### config.mk
export PLATFORM = sky130hd
export DESIGN_NAME = shift_add_multiplier
export DESIGN_NICKNAME = d
export VERILOG_FILES = /design/src/rtl/shift_add_multiplier.sv
export SDC_FILE = /design/constraint.sdc
export NUM_CORES = 1
export LEC_CHECK = 0
export BUFFER_PORTS_ARGS = -buffer_cell sky130_fd_sc_hd__buf_2
export CAP_MARGIN = 30
export CORE_UTILIZATION = 30
export DETAILED_ROUTE_END_ITERATION = 10
export PLACE_DENSITY_LB_ADDON = 0.1
export SLEW_MARGIN = 20
export SYNTH_ARGS = -nofsm -noshare
export SYNTH_HDL_FRONTEND = slang
export SYNTH_SLANG_ARGS = --single-unit
### constraint.sdc
create_clock -name clk -period 3.3 [get_ports clk]
set_input_delay 0.33 -clock clk [delete_from_list [all_inputs] [get_ports clk]]
set_output_delay 0.33 -clock clk [all_outputs]
set_load 0.05 [all_outputs]
### src/rtl/shift_add_multiplier.sv
// Multi-cycle shift-and-add 32x32 -> 64 multiplier (mult/multu) that borrows the
// datapath's external carry-less ripple adder one step per cycle.
module shift_add_multiplier #(
    parameter int WIDTH = 32,
    parameter int CNT_W = 6
) (
    input  logic             clk,
    input  logic             reset,
    input  logic             start,
    input  logic             is_signed,
    input  logic [WIDTH-1:0] op_a,
    input  logic [WIDTH-1:0] op_b,
    output logic [WIDTH-1:0] add_a,
    output logic [WIDTH-1:0] add_b,
    input  logic [WIDTH-1:0] add_sum,
    output logic             busy,
    output logic             done,
    output logic [WIDTH-1:0] hi,
    output logic [WIDTH-1:0] lo
);

    typedef enum logic [1:0] {
        IDLE = 2'b00,
        CALC = 2'b01,
        FIX  = 2'b10
    } state_t;

    state_t             state_r, state_s;
    logic [WIDTH-1:0]   acc_hi_r, acc_hi_s;
    logic [WIDTH-1:0]   acc_lo_r, acc_lo_s;
    logic [WIDTH-1:0]   mcand_r, mcand_s;
    logic               neg_r, neg_s;
    logic [CNT_W-1:0]   cnt_r, cnt_s;
    logic               busy_r, busy_s;
    logic               done_r, done_s;
    logic [WIDTH-1:0]   hi_r, hi_s;
    logic [WIDTH-1:0]   lo_r, lo_s;
    logic               carry_s;
    logic [2*WIDTH-1:0] product_s;

    // The most negative value maps to itself, which is its correct unsigned magnitude.
    function automatic logic [WIDTH-1:0] magnitude(input logic [WIDTH-1:0] v, input logic sgn);
        if (sgn && v[WIDTH-1]) begin
            return ~v + {{(WIDTH-1){1'b0}}, 1'b1};
        end else begin
            return v;
        end
    endfunction

    function automatic logic [2*WIDTH-1:0] negate2w(input logic [2*WIDTH-1:0] v);
        return ~v + {{(2*WIDTH-1){1'b0}}, 1'b1};
    endfunction

    assign busy = busy_r;
    assign done = done_r;
    assign hi   = hi_r;
    assign lo   = lo_r;

    // Adder operands: partial product add during CALC, quiet otherwise.
    always_comb begin
        add_a = {WIDTH{1'b0}};
        add_b = {WIDTH{1'b0}};
        case (state_r)
            CALC: begin
                add_a = acc_hi_r;
                add_b = acc_lo_r[0] ? mcand_r : {WIDTH{1'b0}};
            end
            default: begin
                add_a = {WIDTH{1'b0}};
                add_b = {WIDTH{1'b0}};
            end
        endcase
    end

    // The adder drops its carry-out; recover it from the operand and sum MSBs.
    assign carry_s = (add_a[WIDTH-1] & add_b[WIDTH-1]) |
                     ((add_a[WIDTH-1] | add_b[WIDTH-1]) & ~add_sum[WIDTH-1]);

    // Next-state and datapath update.
    always_comb begin
        state_s   = state_r;
        acc_hi_s  = acc_hi_r;
        acc_lo_s  = acc_lo_r;
        mcand_s   = mcand_r;
        neg_s     = neg_r;
        cnt_s     = cnt_r;
        busy_s    = busy_r;
        done_s    = 1'b0;
        hi_s      = hi_r;
        lo_s      = lo_r;
        product_s = {acc_hi_r, acc_lo_r};
        case (state_r)
            IDLE: begin
                if (start) begin
                    mcand_s  = magnitude(op_a, is_signed);
                    acc_lo_s = magnitude(op_b, is_signed);
                    acc_hi_s = {WIDTH{1'b0}};
                    neg_s    = is_signed & (op_a[WIDTH-1] ^ op_b[WIDTH-1]);
                    cnt_s    = {CNT_W{1'b0}};
                    busy_s   = 1'b1;
                    state_s  = CALC;
                end else begin
                    busy_s   = 1'b0;
                end
            end
            CALC: begin
                acc_hi_s = {carry_s, add_sum[WIDTH-1:1]};
                acc_lo_s = {add_sum[0], acc_lo_r[WIDTH-1:1]};
                cnt_s    = cnt_r + {{(CNT_W-1){1'b0}}, 1'b1};
                if (cnt_r == CNT_W'(WIDTH - 1)) begin
                    state_s = FIX;
                end else begin
                    state_s = CALC;
                end
            end
            FIX: begin
                if (neg_r) begin
                    product_s = negate2w({acc_hi_r, acc_lo_r});
                end else begin
                    product_s = {acc_hi_r, acc_lo_r};
                end
                acc_hi_s = product_s[2*WIDTH-1:WIDTH];
                acc_lo_s = product_s[WIDTH-1:0];
                hi_s     = product_s[2*WIDTH-1:WIDTH];
                lo_s     = product_s[WIDTH-1:0];
                done_s   = 1'b1;
                busy_s   = 1'b0;
                state_s  = IDLE;
            end
            default: begin
                busy_s  = 1'b0;
                state_s = IDLE;
            end
        endcase
    end

    // State and output registers; reset cancels any operation in flight.
    always_ff @(posedge clk) begin
        if (reset) begin
            state_r  <= IDLE;
            acc_hi_r <= {WIDTH{1'b0}};
            acc_lo_r <= {WIDTH{1'b0}};
            mcand_r  <= {WIDTH{1'b0}};
            neg_r    <= 1'b0;
            cnt_r    <= {CNT_W{1'b0}};
            busy_r   <= 1'b0;
            done_r   <= 1'b0;
            hi_r     <= {WIDTH{1'b0}};
            lo_r     <= {WIDTH{1'b0}};
        end else begin
            state_r  <= state_s;
            acc_hi_r <= acc_hi_s;
            acc_lo_r <= acc_lo_s;
            mcand_r  <= mcand_s;
            neg_r    <= neg_s;
            cnt_r    <= cnt_s;
            busy_r   <= busy_s;
            done_r   <= done_s;
            hi_r     <= hi_s;
            lo_r     <= lo_s;
        end
    end

endmodule
==> results of run 1 <==
-- area by class of cell --
| class | count | area (um2) |
|---|---|---|
| Tap cell | 455 | 569 |
| Clock buffer | 26 | 499 |
| Timing Repair Buffer | 293 | 1650 |
| Clock inverter | 6 | 61.3 |
| Sequential cell | 171 | 3420 |
| Antenna cell | 2 | 5.00 |
| Inverter | 24 | 90.1 |
| Fill cell | 3696 | 21700 |
| Multi-Input combinational cell | 1046 | 6710 |
-- layer usage --
layer  up-vias  GRT usage, %  routed length, um
met5         -             0                 20
met4         4          6.22                703
met3        44          4.53               3090
met2       404          34.1              17900
met1      5279          33.5              20500
li1       5420             -                  -
-- critical path, delay by kind of cell, from the launching register on --
kind,cells,cell delay [ns]
AND/OR/NAND/NOR,6,1.92
flip-flops,1,0.37
buffers and inverters,3,0.60
-- sequential cells by signal, indices dropped and copies added (netlist names) --
register,cells
hi,32
done,1
cnt_r,6
neg_r,1
acc_lo_r,32
mcand_r,32
acc_hi_r,32
busy,1
lo,32
state_r,2
-- through the flow --
step	setup slack, ns	util [%]	instance area (um2)	std cells
after floorplan	0.465	-	10700	1362
after global placement	0.167	35.8	12400	1985
after detailed placement	0.0372	35.8	12400	1985
after CTS	0.0211	37.4	13000	2017
after global routing	0.141	37.5	13000	2022
final	0.280	37.5	13000	2023
-- cell usage in the layout (no fill, tap or decap), types with 22 or more instances in the layout --
cell type	count
dfxtp_1	170
and2_1	35
o31ai_1	25
nand3_1	26
and3_1	39
inv_1	22
a21oi_1	65
buf_4	63
xnor2_1	50
a31oi_1	24
o21ai_0	60
nand2_1	98
or3_1	26
nor2_1	158
xor2_1	57
nor3_1	55
a211oi_1	61
buf_2	228
-- synthesized netlist by cell type, drive strengths merged, types with 12 or more instances --
master  instances
dfxtp         171
nor2          159
clkbuf        105
nand2          98
o21ai          69
a21oi          65
a211oi         61
nor3           57
xor2           57
xnor2          50
and3           39
and2           36
o31ai          28
nand3          26
or3            26
a31oi          24
nor4           23
or4            23
inv            22
buf            16
a221oi         15
a22oi          14
o41ai          14
nand4          13
a221o          12
-- worst paths after layout --
| kind | startpoint | cells past startpoint | slack [ns] | end |
|---|---|---|---|---|
| worst max-delay path | acc_hi_r[3] | 9 | 0.28 | hi[24] |
| worst min-delay path | add_sum[26] | 2 | 0.11 | acc_hi_r[25] |
| worst max register to register | acc_hi_r[3] | 9 | 0.28 | hi[24] |
| worst min register to register | mcand_r[0] | 2 | 0.46 | mcand_r[0] |
-- where the power goes --
part           total, W  switching [W]  internal, W  leakage (nW)
Clock           0.00201       0.000888      0.00112         0.274
Sequential      0.00228       0.000117      0.00216          1.39
Combinational   0.00137       0.000900     0.000473          3.59
Total           0.00566        0.00191      0.00375          5.26
-- kinds of logic after synthesis --
family                   after synthesis  synth area share, %
adder cells (fa/ha/maj)                7                0.822
AO/OA/AOI/OAI                        388                 26.1
flip-flops                           171                 32.1
buffers and inverters                145                 5.25
multiplexers                          11                 1.07
XOR/XNOR                             107                 8.80
AND/OR/NAND/NOR                      533                 25.9
-- repair_timing --
action | 4_1_cts | 5_1_grt
endpoints found under the setup margin | 0 | 2
resized for setup | 0 | 0
setup buffers | 0 | 4
==> results.env, run 1 <==
GRT.OVERFLOW.TOTAL=0
POST_SYNTH_MAIN_AREA_CONTRIBUTORS='dfxtp_1 32%, nor2_1 5.6%, xor2_1 4.7%'
CRIT_PATH_END_KIND='flop'
ANTENNA_VIOLATIONS_BEFORE_REPAIR=4
CLOCKBUFFERDEPTH=2
SYNTHESIS.NETS=1469
DIE_AREA_MM2=0.0363
NETLIST.TOP_CELL.BY_AREA='dfxtp_1'
LEAKAGEPOWER_nW=5.26
RSZ0062_AT_GRT='false'
NUMBER_OF_GLOBAL_ROUTE_VIAS_BEFORE_REPAIR=10400
CP_MAX_FO=10
ACHIEVABLE-FREQUENCY_GHz=0.331
DETAILEDROUTE.FIRSTITERATIONVIOLATIONS=947
ROUTE.VIAS.TOTAL=11200
HOLD_VIOL_FINAL=0
CLOCK-SKEW-FINAL_NS=0.00876
SETUP_VIOL_COUNT_FINAL=0
SHARE_OF_CELLS_ABOVE_DRIVE_STRENGTH_1_PCT=23.4
CRITICAL_PATH.MOST_COMMON_CELL='buf_4'
INITIAL_UTILIZATION_PCT=30.7
IO_BUFFERS=229
GRT_START_MAX_NET_PINS=114
VDD_DROP_MAX_mV=0.394
GPL.FINAL_WEIGHTED_CONGESTION=0.848
HOLDBUFCOUNTCTS=0
SYNTH-WARNING-COUNT=0
FLOW.AREA_GROWTH_FROM_SYNTHESIS_PCT=22.1
CTSHTREEMAXLEVEL=4
FLOORPLAN.IO_PINS=230
DRV_SLEW=0
FIN_NETS=1660
GRT_FIRST_PASS_WIRELENGTH_MM=64.0
CP.REQUIRED_NS=3.63
AVGVIACOUNTPERCELL=5.51
CLOCK_INSERTION_DELAY_WORST_SKEW_NS=0.45
TIMING.CRITICAL_PATH.CELLS='or4_1 -> nor4_1 -> buf_4 -> nand4_2 -> buf_4 -> buf_4 -> nor4_1 -> or4_1 -> nand3_1'
CTS_NUM_SINKS=171
SYN-MEAN-INSTANCE-AREA_UM2=7.82
CTS_BUFFERS=17
STATUS='finished clean'
FINAL.PERIOD_UTILIZATION_PCT=91.5
POST_DRT_WL_PER_CELL_UM=20.9
SETUP-TNS-FINAL_NS=0
CRIT_PATH_START_KIND='flop'
DESIGN_POWER_TOTAL_W=0.00566
ANT_NETS=0
PATH_CLASS='flop to flop'
DRCVIOLATIONCOUNT=0
NETLIST_AREA_MM2=0.0107
FLOORPLAN.DIE.HEIGHT_UM=190
CTS.REPORTEDPATHS.CLKPINSLEW_NS=0.07
CRITICAL_PATH.SLOWEST_CELL='or4_1'
POST_SYNTH_INST_COUNT=1362
WORST_SLEW_MARGIN_REL_PCT=42.5
DIE_W_UM=190
GRT_TOTAL_USAGE_PCT=23.0
SYNTHARSTFLOPSHARE_PCT=0
CTS_TREE='built'
FINALWIRELENGTH_MM=42.2
MAXCAPVIOLCOUNT=0
CP_SLOWEST_STAGE_DELAY_NS=0.68
LEAST_MARGIN_PIN_SLEW_NS=0.855
TIMING.CRITICAL_PATH.ARRIVAL_NS=3.35
HPWL_MM=29.8
NUMBER_OF_DETAILED_ROUTING_ITERATIONS_RUN_BEFORE_ANTENNA_REPAIR=6
WORSTHOLDPATHTYPE='primary input to flop'
CORE_MM2=0.0347
TIMING.FINAL.CRIT_PERIOD_NS=3.02
SYNTHDISTINCTLIBCELLS=77
SHARE_OF_THE_SYNTHESIZED_AREA_IN_THE_TOP_CELL_TYPE_PCT=32.1
WORST_HOLD_SLACK_NS=0.109
CELLPOWERDENSITY_mW_PER_MM2=435
SYNTH_TOP_FLOP_CELL='dfxtp_1'
SYNTH-SEQ-CELLS=171
PLACEMENTROWS=68
YOSYSSEQAREASHARE_PCT=32.1
SYNTH_EDF_COUNT=0
CTS-ROOT-BUF='clkbuf_16'
No activity file was read; power rests on OpenSTA's default activity.
==> run 2: changes to the inputs <==
--- a/config.mk
+++ b/config.mk
@@ -10,6 +10,7 @@
 export CORE_UTILIZATION = 30
 export DETAILED_ROUTE_END_ITERATION = 10
 export PLACE_DENSITY_LB_ADDON = 0.1
+export SETUP_SLACK_MARGIN = 0.5
 export SLEW_MARGIN = 20
 export SYNTH_ARGS = -nofsm -noshare
 export SYNTH_HDL_FRONTEND = slang
==> results.env, run 2 (synthesized netlist as in run 1, its figures left out) <==
STATUS='finished clean'  # unchanged
SWITCHINGPOWER_W=0.00203  # was 0.00191 W
MET3_LENGTH_MM=3.12  # was 3.09 mm
CTS-ROOT-BUF='clkbuf_16'  # unchanged
SHARE_OF_CELLS_ABOVE_DRIVE_STRENGTH_1_PCT=26.3  # was 23.4%
POWER_FRAC_SEQ_PCT=38.2  # was 40.3%
SETUP_VIOL_COUNT_FINAL=0  # unchanged
CTS_NUM_SINKS=171  # unchanged
MET2ROUTEDLENGTH_MM=18.4  # was 17.9 mm
AVGVIACOUNTPERCELL=5.48  # was 5.51
ACHIEVABLE-FREQUENCY_GHz=0.369  # was 0.331 GHz
FLOORPLAN.IO_PINS=230  # unchanged
GRT_START_MAX_NET_PINS=113  # was 114
DETAILED_PLACE.AREA_MM2=0.0125  # was 0.0124 mm2
NUMBER_OF_DETAILED_ROUTING_ITERATIONS_RUN_BEFORE_ANTENNA_REPAIR=5  # was 6
WORSTHOLDPATHTYPE='primary input to flop'  # unchanged
REGTOREGSETUPSLACK_NS=0.59  # was 0.28 ns
ROUTEDLENGTHMET1_MM=20.7  # was 20.5 mm
RSZ0062_AT_GRT='true'  # was false
TIMING.CRITICAL_PATH.ARRIVAL_NS=3.05  # was 3.35 ns
ROUTE.VIAS.TOTAL=11200  # about the same
VDD_DROP_MAX_mV=0.365  # was 0.394 mV
INITIAL_UTILIZATION_PCT=30.7  # unchanged
CTSHTREEMAXLEVEL=4  # unchanged
CELLPOWERDENSITY_mW_PER_MM2=445  # was 435 mW/mm2
CTS.REPORTEDPATHS.CLKPINSLEW_NS=0.07  # about the same
CP.REQUIRED_NS=3.64  # was 3.63 ns
FINALWIRELENGTH_MM=42.6  # was 42.2 mm
MAXCAPVIOLCOUNT=0  # unchanged
CLOCK-SKEW-FINAL_NS=0.0109  # was 0.00876 ns
PATH_CLASS='flop to flop'  # unchanged
DESIGN_AREA_MM2=0.0134  # was 0.0130 mm2
LEAKAGEPOWER_nW=5.38  # was 5.26 nW
CP_MAX_FO=8  # was 10
DRV_SLEW=0  # unchanged
SWITCHING_SHARE_PCT=34.1  # was 33.7%
CRIT_PATH_START_KIND='flop'  # unchanged
LAYOUT_COMMONEST_CELL='buf_2'  # unchanged
NUMBER_OF_GLOBAL_ROUTE_VIAS_BEFORE_REPAIR=10400  # about the same
ANT_NETS=0  # unchanged
DRCVIOLATIONCOUNT=0  # unchanged
HOLD_VIOL_FINAL=0  # unchanged
TIMING.FINAL.CRIT_PERIOD_NS=2.71  # was 3.02 ns
GPL.FINAL_WEIGHTED_CONGESTION=0.843  # was 0.848
WORST_SLEW_MARGIN_REL_PCT=45.0  # was 42.5%
NUM-FILL-CELLS=3731  # was 3696
GRT.OVERFLOW.TOTAL=0  # unchanged
IO_BUFFERS=229  # unchanged
CORE_MM2=0.0347  # unchanged
FINAL.PERIOD_UTILIZATION_PCT=82.1  # was 91.5%
GRT_FIRST_PASS_WIRELENGTH_MM=64.0  # about the same
LEAST_MARGIN_PIN_SLEW_NS=0.824  # was 0.855 ns
DETAILEDROUTE.FIRSTITERATIONVIOLATIONS=861  # was 947
INTERNAL-POWER_W=0.00392  # was 0.00375 W
FLOW.AREA_GROWTH_FROM_SYNTHESIS_PCT=25.5  # was 22.1%
SETUP-TNS-FINAL_NS=0  # unchanged
FLOORPLAN.DIE.HEIGHT_UM=190  # unchanged
CLOCKBUFFERDEPTH=2  # unchanged
ANTENNA_VIOLATIONS_BEFORE_REPAIR=4  # unchanged
DIE_W_UM=190  # unchanged
CTS_BUFFERS=17  # unchanged
CTS_TREE='built'  # unchanged
FIN_NETS=1674  # was 1660
DIE_AREA_MM2=0.0363  # unchanged
HPWL_MM=30.2  # was 29.8 mm
CLKPWRFRAC_PCT=36.3  # was 35.5%
CRIT_PATH_END_KIND='flop'  # unchanged
POST_DRT_WL_PER_CELL_UM=20.9  # about the same
PLACEMENTROWS=68  # unchanged
CLOCK_INSERTION_DELAY_WORST_SKEW_NS=0.45  # about the same
GRT_TOTAL_USAGE_PCT=23.0  # about the same
HIGHEST-SIGNAL-LAYER='met5'  # unchanged
HOLDBUFCOUNTCTS=0  # unchanged
POWER.COMBINATIONAL.FRACTION_PCT=25.4  # was 24.3%
MOST-COMMON-LAYOUT-CELLS='228 x buf_2, 167 x dfxtp_1, 157 x nor2_1'  # was 228 x buf_2, 170 x dfxtp_1, 158 x nor2_1
-- run 2: changes by cell type in the layout (fill, tap and decap cells not counted), sizes merged --
cell      change
bufinv        +2
clkinvlp      +3
buf          +13
nand4         +1
clkbuf        -8
inv           +2
-- run 2: path summary, 6_finish.rpt --
check / from / to / cells past startpoint
setup / recovery: acc_hi_r[4] / acc_hi_r[25] / 7
hold / removal: add_sum[6] / acc_hi_r[5] / 3
setup reg to reg: acc_hi_r[4] / acc_hi_r[25] / 7
hold reg to reg: mcand_r[0] / mcand_r[0] / 2
-- run 2: what timing repair did --
item,in CTS,in global routing
buffers inserted,3,8
pin swaps,1,8
setup endpoints to repair,36,87
gates resized for setup,8,37
cloned,0,1
-- run 2: layer usage --
layer,track usage (%),vias up
met5,0,-
met1,33.5,5307
met3,4.88,28
met2,34.3,381
met4,4.71,2
li1,-,5448
-- run 2: worst max-delay path: stages, from the launching register on --
cell	delay (ns)
dfxtp_1	0.38
or4_4	0.57
buf_4	0.18
or2_2	0.34
or3_4	0.49
o31ai_4	0.30
nor3_1	0.08
a221o_1	0.26
-- run 2: stage by stage --
step | util, % | hold slack, ns | power, W | cells | worst slack (ns)
floorplan | - | 0.432 | 0.00316 | 1362 | 0.574
global placement | 35.9 | 0.445 | 0.00369 | 1991 | 0.296
CTS | 37.8 | 0.0817 | 0.00587 | 2025 | 0.506
global route | 38.5 | 0.101 | 0.00621 | 2035 | 0.442
detailed placement | 35.9 | 0.456 | 0.00369 | 1991 | 0.225
finish | 38.5 | 0.0980 | 0.00595 | 2036 | 0.591
-- run 2: power groups by stage --
stage / Combinational (W) / Sequential (W) / Clock, W
after floorplan: 0.000892 / 0.00227 / 0
after CTS: 0.00140 / 0.00227 / 0.00221
final: 0.00151 / 0.00227 / 0.00216
after detailed placement: 0.00137 / 0.00232 / 0
after global placement: 0.00137 / 0.00231 / 0
after global routing: 0.00163 / 0.00229 / 0.00229
-- run 2: area by class of cell --
class	instances	area, um2	area share (%)
multi-input cells	1047	6910	51.7
flip-flops and latches	171	3430	25.7
repair buffers	306	1750	13.1
well taps	455	569	4.26
clock buffers	18	439	3.28
clock inverters	13	169	1.26
inverters	24	93.8	0.702
diodes	2	5.00	0.0374
==> run 3: changes to the inputs <==
==> constraint.sdc (replaced) <==
create_clock -name clk -period 2.79 [get_ports clk]
set_input_delay 0.279 -clock clk [delete_from_list [all_inputs] [get_ports clk]]
set_output_delay 0.279 -clock clk [all_outputs]
set_load 0.05 [all_outputs]
==> results.env, run 3 (synthesized netlist as in run 1, its figures left out) <==
FINAL_CELLS=2151  # was 2036
CRITICAL_PATH.MOST_COMMON_CELL='buf_6'
ROUTEDLENGTHMET1_MM=20.6  # was 20.7 mm
WORST_HOLD_SLACK_NS=0.0578  # was 0.0980 ns
MET2ROUTEDLENGTH_MM=19.7  # was 18.4 mm
CTS_BUFFERS=17  # unchanged
LAYOUT_COMMONEST_CELL='buf_2'  # unchanged
GRT.OVERFLOW.TOTAL=0  # unchanged
RSZ0062_AT_GRT='true'  # unchanged
NUMBER_OF_DETAILED_ROUTING_ITERATIONS_RUN_BEFORE_ANTENNA_REPAIR=5  # unchanged
LEAST_MARGIN_PIN_SLEW_NS=0.937  # was 0.824 ns
CP.REQUIRED_NS=3.12  # was 3.64 ns
SEQCELLAREA_MM2=0.00345  # was 0.00343 mm2
FINALWIRELENGTH_MM=44.5  # was 42.6 mm
FLOORPLAN.IO_PINS=230  # unchanged
CRIT_PATH_START_KIND='flop'  # unchanged
CLOCK-SKEW-FINAL_NS=0.0161  # was 0.0109 ns
AVGVIACOUNTPERCELL=5.50  # was 5.48
MULTI_INPUT_AREA_MM2=0.00783  # was 0.00691 mm2
CP_MAX_FO=8  # unchanged
PATH_CLASS='flop to flop'  # unchanged
DRCVIOLATIONCOUNT=0  # unchanged
CRITICAL_PATH.REG2REG.ENDPOINT='acc_lo_r[15]'  # was acc_hi_r[25]
CTS.REPORTEDPATHS.CLKPINSLEW_NS=0.08  # was 0.07 ns
ACHIEVABLE-FREQUENCY_GHz=0.378  # was 0.369 GHz
CTS_TREE='built'  # unchanged
CLOCK_INSERTION_DELAY_WORST_SKEW_NS=0.45  # about the same
MAXCAPVIOLCOUNT=0  # unchanged
TIMING.CRITICAL_PATH.CELLS='or4_4 -> buf_6 -> or3_1 -> buf_6 -> buf_4 -> o21ai_4 -> xnor2_2 -> a211oi_1 -> a2111oi_1'  # was or4_4 -> buf_4 -> or2_2 -> or3_4 -> o31ai_4 -> nor3_1 -> a221o_1
WORST_SLEW_MARGIN_REL_PCT=37.5  # was 45.0%
WORST-PATH-BUF-INV=3  # was 1
INITIAL_UTILIZATION_PCT=30.7  # unchanged
HOLD_VIOL_FINAL=0  # unchanged
ROUTE.VIAS.TOTAL=11800  # was 11200
RR_STARTPOINT='acc_lo_r[4]'  # was acc_hi_r[4]
PLACEMENTROWS=68  # unchanged
CRIT_PATH_END_KIND='flop'  # unchanged
CP_SLOWEST_STAGE_DELAY_NS=0.63  # was 0.57 ns
NUM-FILL-CELLS=3513  # was 3731
REGTOREGSETUPSLACK_NS=0.15  # was 0.59 ns
VDD_DROP_MAX_mV=0.464  # was 0.365 mV
MOST-COMMON-LAYOUT-CELLS='224 x buf_2, 159 x dfxtp_1, 150 x nor2_1'  # was 228 x buf_2, 167 x dfxtp_1, 157 x nor2_1
MET3_LENGTH_MM=3.18  # was 3.12 mm
WORSTHOLDPATHTYPE='primary input to flop'  # unchanged
ANT_NETS=0  # unchanged
GRT_FIRST_PASS_WIRELENGTH_MM=67.2  # was 64.0 mm
DIE_W_UM=190  # unchanged
GPL.FINAL_WEIGHTED_CONGESTION=0.870  # was 0.843
FLOW.AREA_GROWTH_FROM_SYNTHESIS_PCT=45.3  # was 25.5%
WORSTSETUPSTARTPOINT='acc_lo_r[4]'  # was acc_hi_r[4]
POST_DRT_WL_PER_CELL_UM=20.7  # was 20.9 um
HOLDBUFCOUNTCTS=0  # unchanged
NUMBER_OF_GLOBAL_ROUTE_VIAS_BEFORE_REPAIR=11200  # was 10400
CELLPOWERDENSITY_mW_PER_MM2=504  # was 445 mW/mm2
GRT_TOTAL_USAGE_PCT=24.2  # was 23.0%
IO_BUFFERS=229  # unchanged
DESIGN_POWER_TOTAL_W=0.00780  # was 0.00595 W
LEAKAGEPOWER_nW=6.21  # was 5.38 nW
CRITICAL_PATH_DEPTH=9  # was 7
REG2REG_DEPTH=9  # was 7
CP-ENDPOINT='acc_lo_r[15]'  # was acc_hi_r[25]
GRT_START_MAX_NET_PINS=64  # was 113
TIMING.CRITICAL_PATH.ARRIVAL_NS=2.98  # was 3.05 ns
N_ANTENNA_CELL=0  # was 2
CORE_MM2=0.0347  # unchanged
WORST_PATH_DOMINANT_CELL_FAMILY='simple AND/OR/NAND/NOR gates'  # unchanged
HPWL_MM=30.8  # was 30.2 mm
CTS-ROOT-BUF='clkbuf_16'  # unchanged
SHARE_OF_CELLS_ABOVE_DRIVE_STRENGTH_1_PCT=37.8  # was 26.3%
FIN_NETS=1790  # was 1674
CTSHTREEMAXLEVEL=4  # unchanged
DRV_SLEW=0  # unchanged
SETUP_VIOL_COUNT_FINAL=0  # unchanged
STATUS='finished clean'  # unchanged
HIGHEST-SIGNAL-LAYER='met5'  # unchanged
FINAL.PERIOD_UTILIZATION_PCT=94.8  # was 82.1%
CRITICAL_PATH.SLOWEST_CELL='or4_4'  # unchanged
CLOCKBUFFERDEPTH=2  # unchanged
CTS_NUM_SINKS=171  # unchanged
DETAILEDROUTE.FIRSTITERATIONVIOLATIONS=653  # was 861
DP.CELLS=2034  # was 1991
TIMING.FINAL.CRIT_PERIOD_NS=2.64  # was 2.71 ns
ANTENNA_VIOLATIONS_BEFORE_REPAIR=4  # unchanged
FLOORPLAN.DIE.HEIGHT_UM=190  # unchanged
DIE_AREA_MM2=0.0363  # unchanged
## run 3: repair_timing
item,in CTS,in global routing
gates cloned,1,0
pin swaps,106,100
setup buffers,59,25
setup endpoints to repair,147,140
gates resized for setup,133,121
## run 3: routing by layer
layer  track usage (%)  vias to the layer above
met5                 0                        -
met4              7.08                        4
met3              5.50                       73
met2              37.6                      416
met1              33.3                     5680
li1                  -                     5668
## run 3: worst min path at each step
stage / start / end / slack [ns] / cells past startpoint
after floorplan: add_sum[6] / acc_hi_r[5] / 0.41 / 2
after CTS: add_sum[3] / acc_hi_r[2] / 0.04 / 2
after global routing: add_sum[26] / acc_hi_r[25] / 0.05 / 2
final: add_sum[28] / acc_hi_r[27] / 0.06 / 2
after global placement: mcand_r[0] / mcand_r[0] / 0.44 / 2
after detailed placement: hi[9] / hi[9] / 0.44 / 2
## run 3: area by class of cell
class,count,area share (%)
Timing Repair Buffer,423,19.0
Multi-Input combinational cell,1046,50.6
Sequential cell,171,22.3
Inverter,24,0.622
Clock buffer,21,2.84
Tap cell,455,3.68
Clock inverter,11,1.08
## run 3: stage by stage
stage	TNS, ns	setup slack (ns)	cell area, um2	util, %
3_5_place_dp	-0.00246	-0.00180	13000	37.5
3_3_place_gp	0	0.00269	13000	37.5
6_report	0	0.146	15500	44.6
2_1_floorplan	0	0.144	10900	-
4_1_cts	0	0.229	14700	42.4
5_1_grt	0	0.0976	15500	44.6
## run 3: power by group
group / internal, W / switching, W
clock network: 0.00150 / 0.00109
registers: 0.00256 / 0.000114
logic: 0.00107 / 0.00146
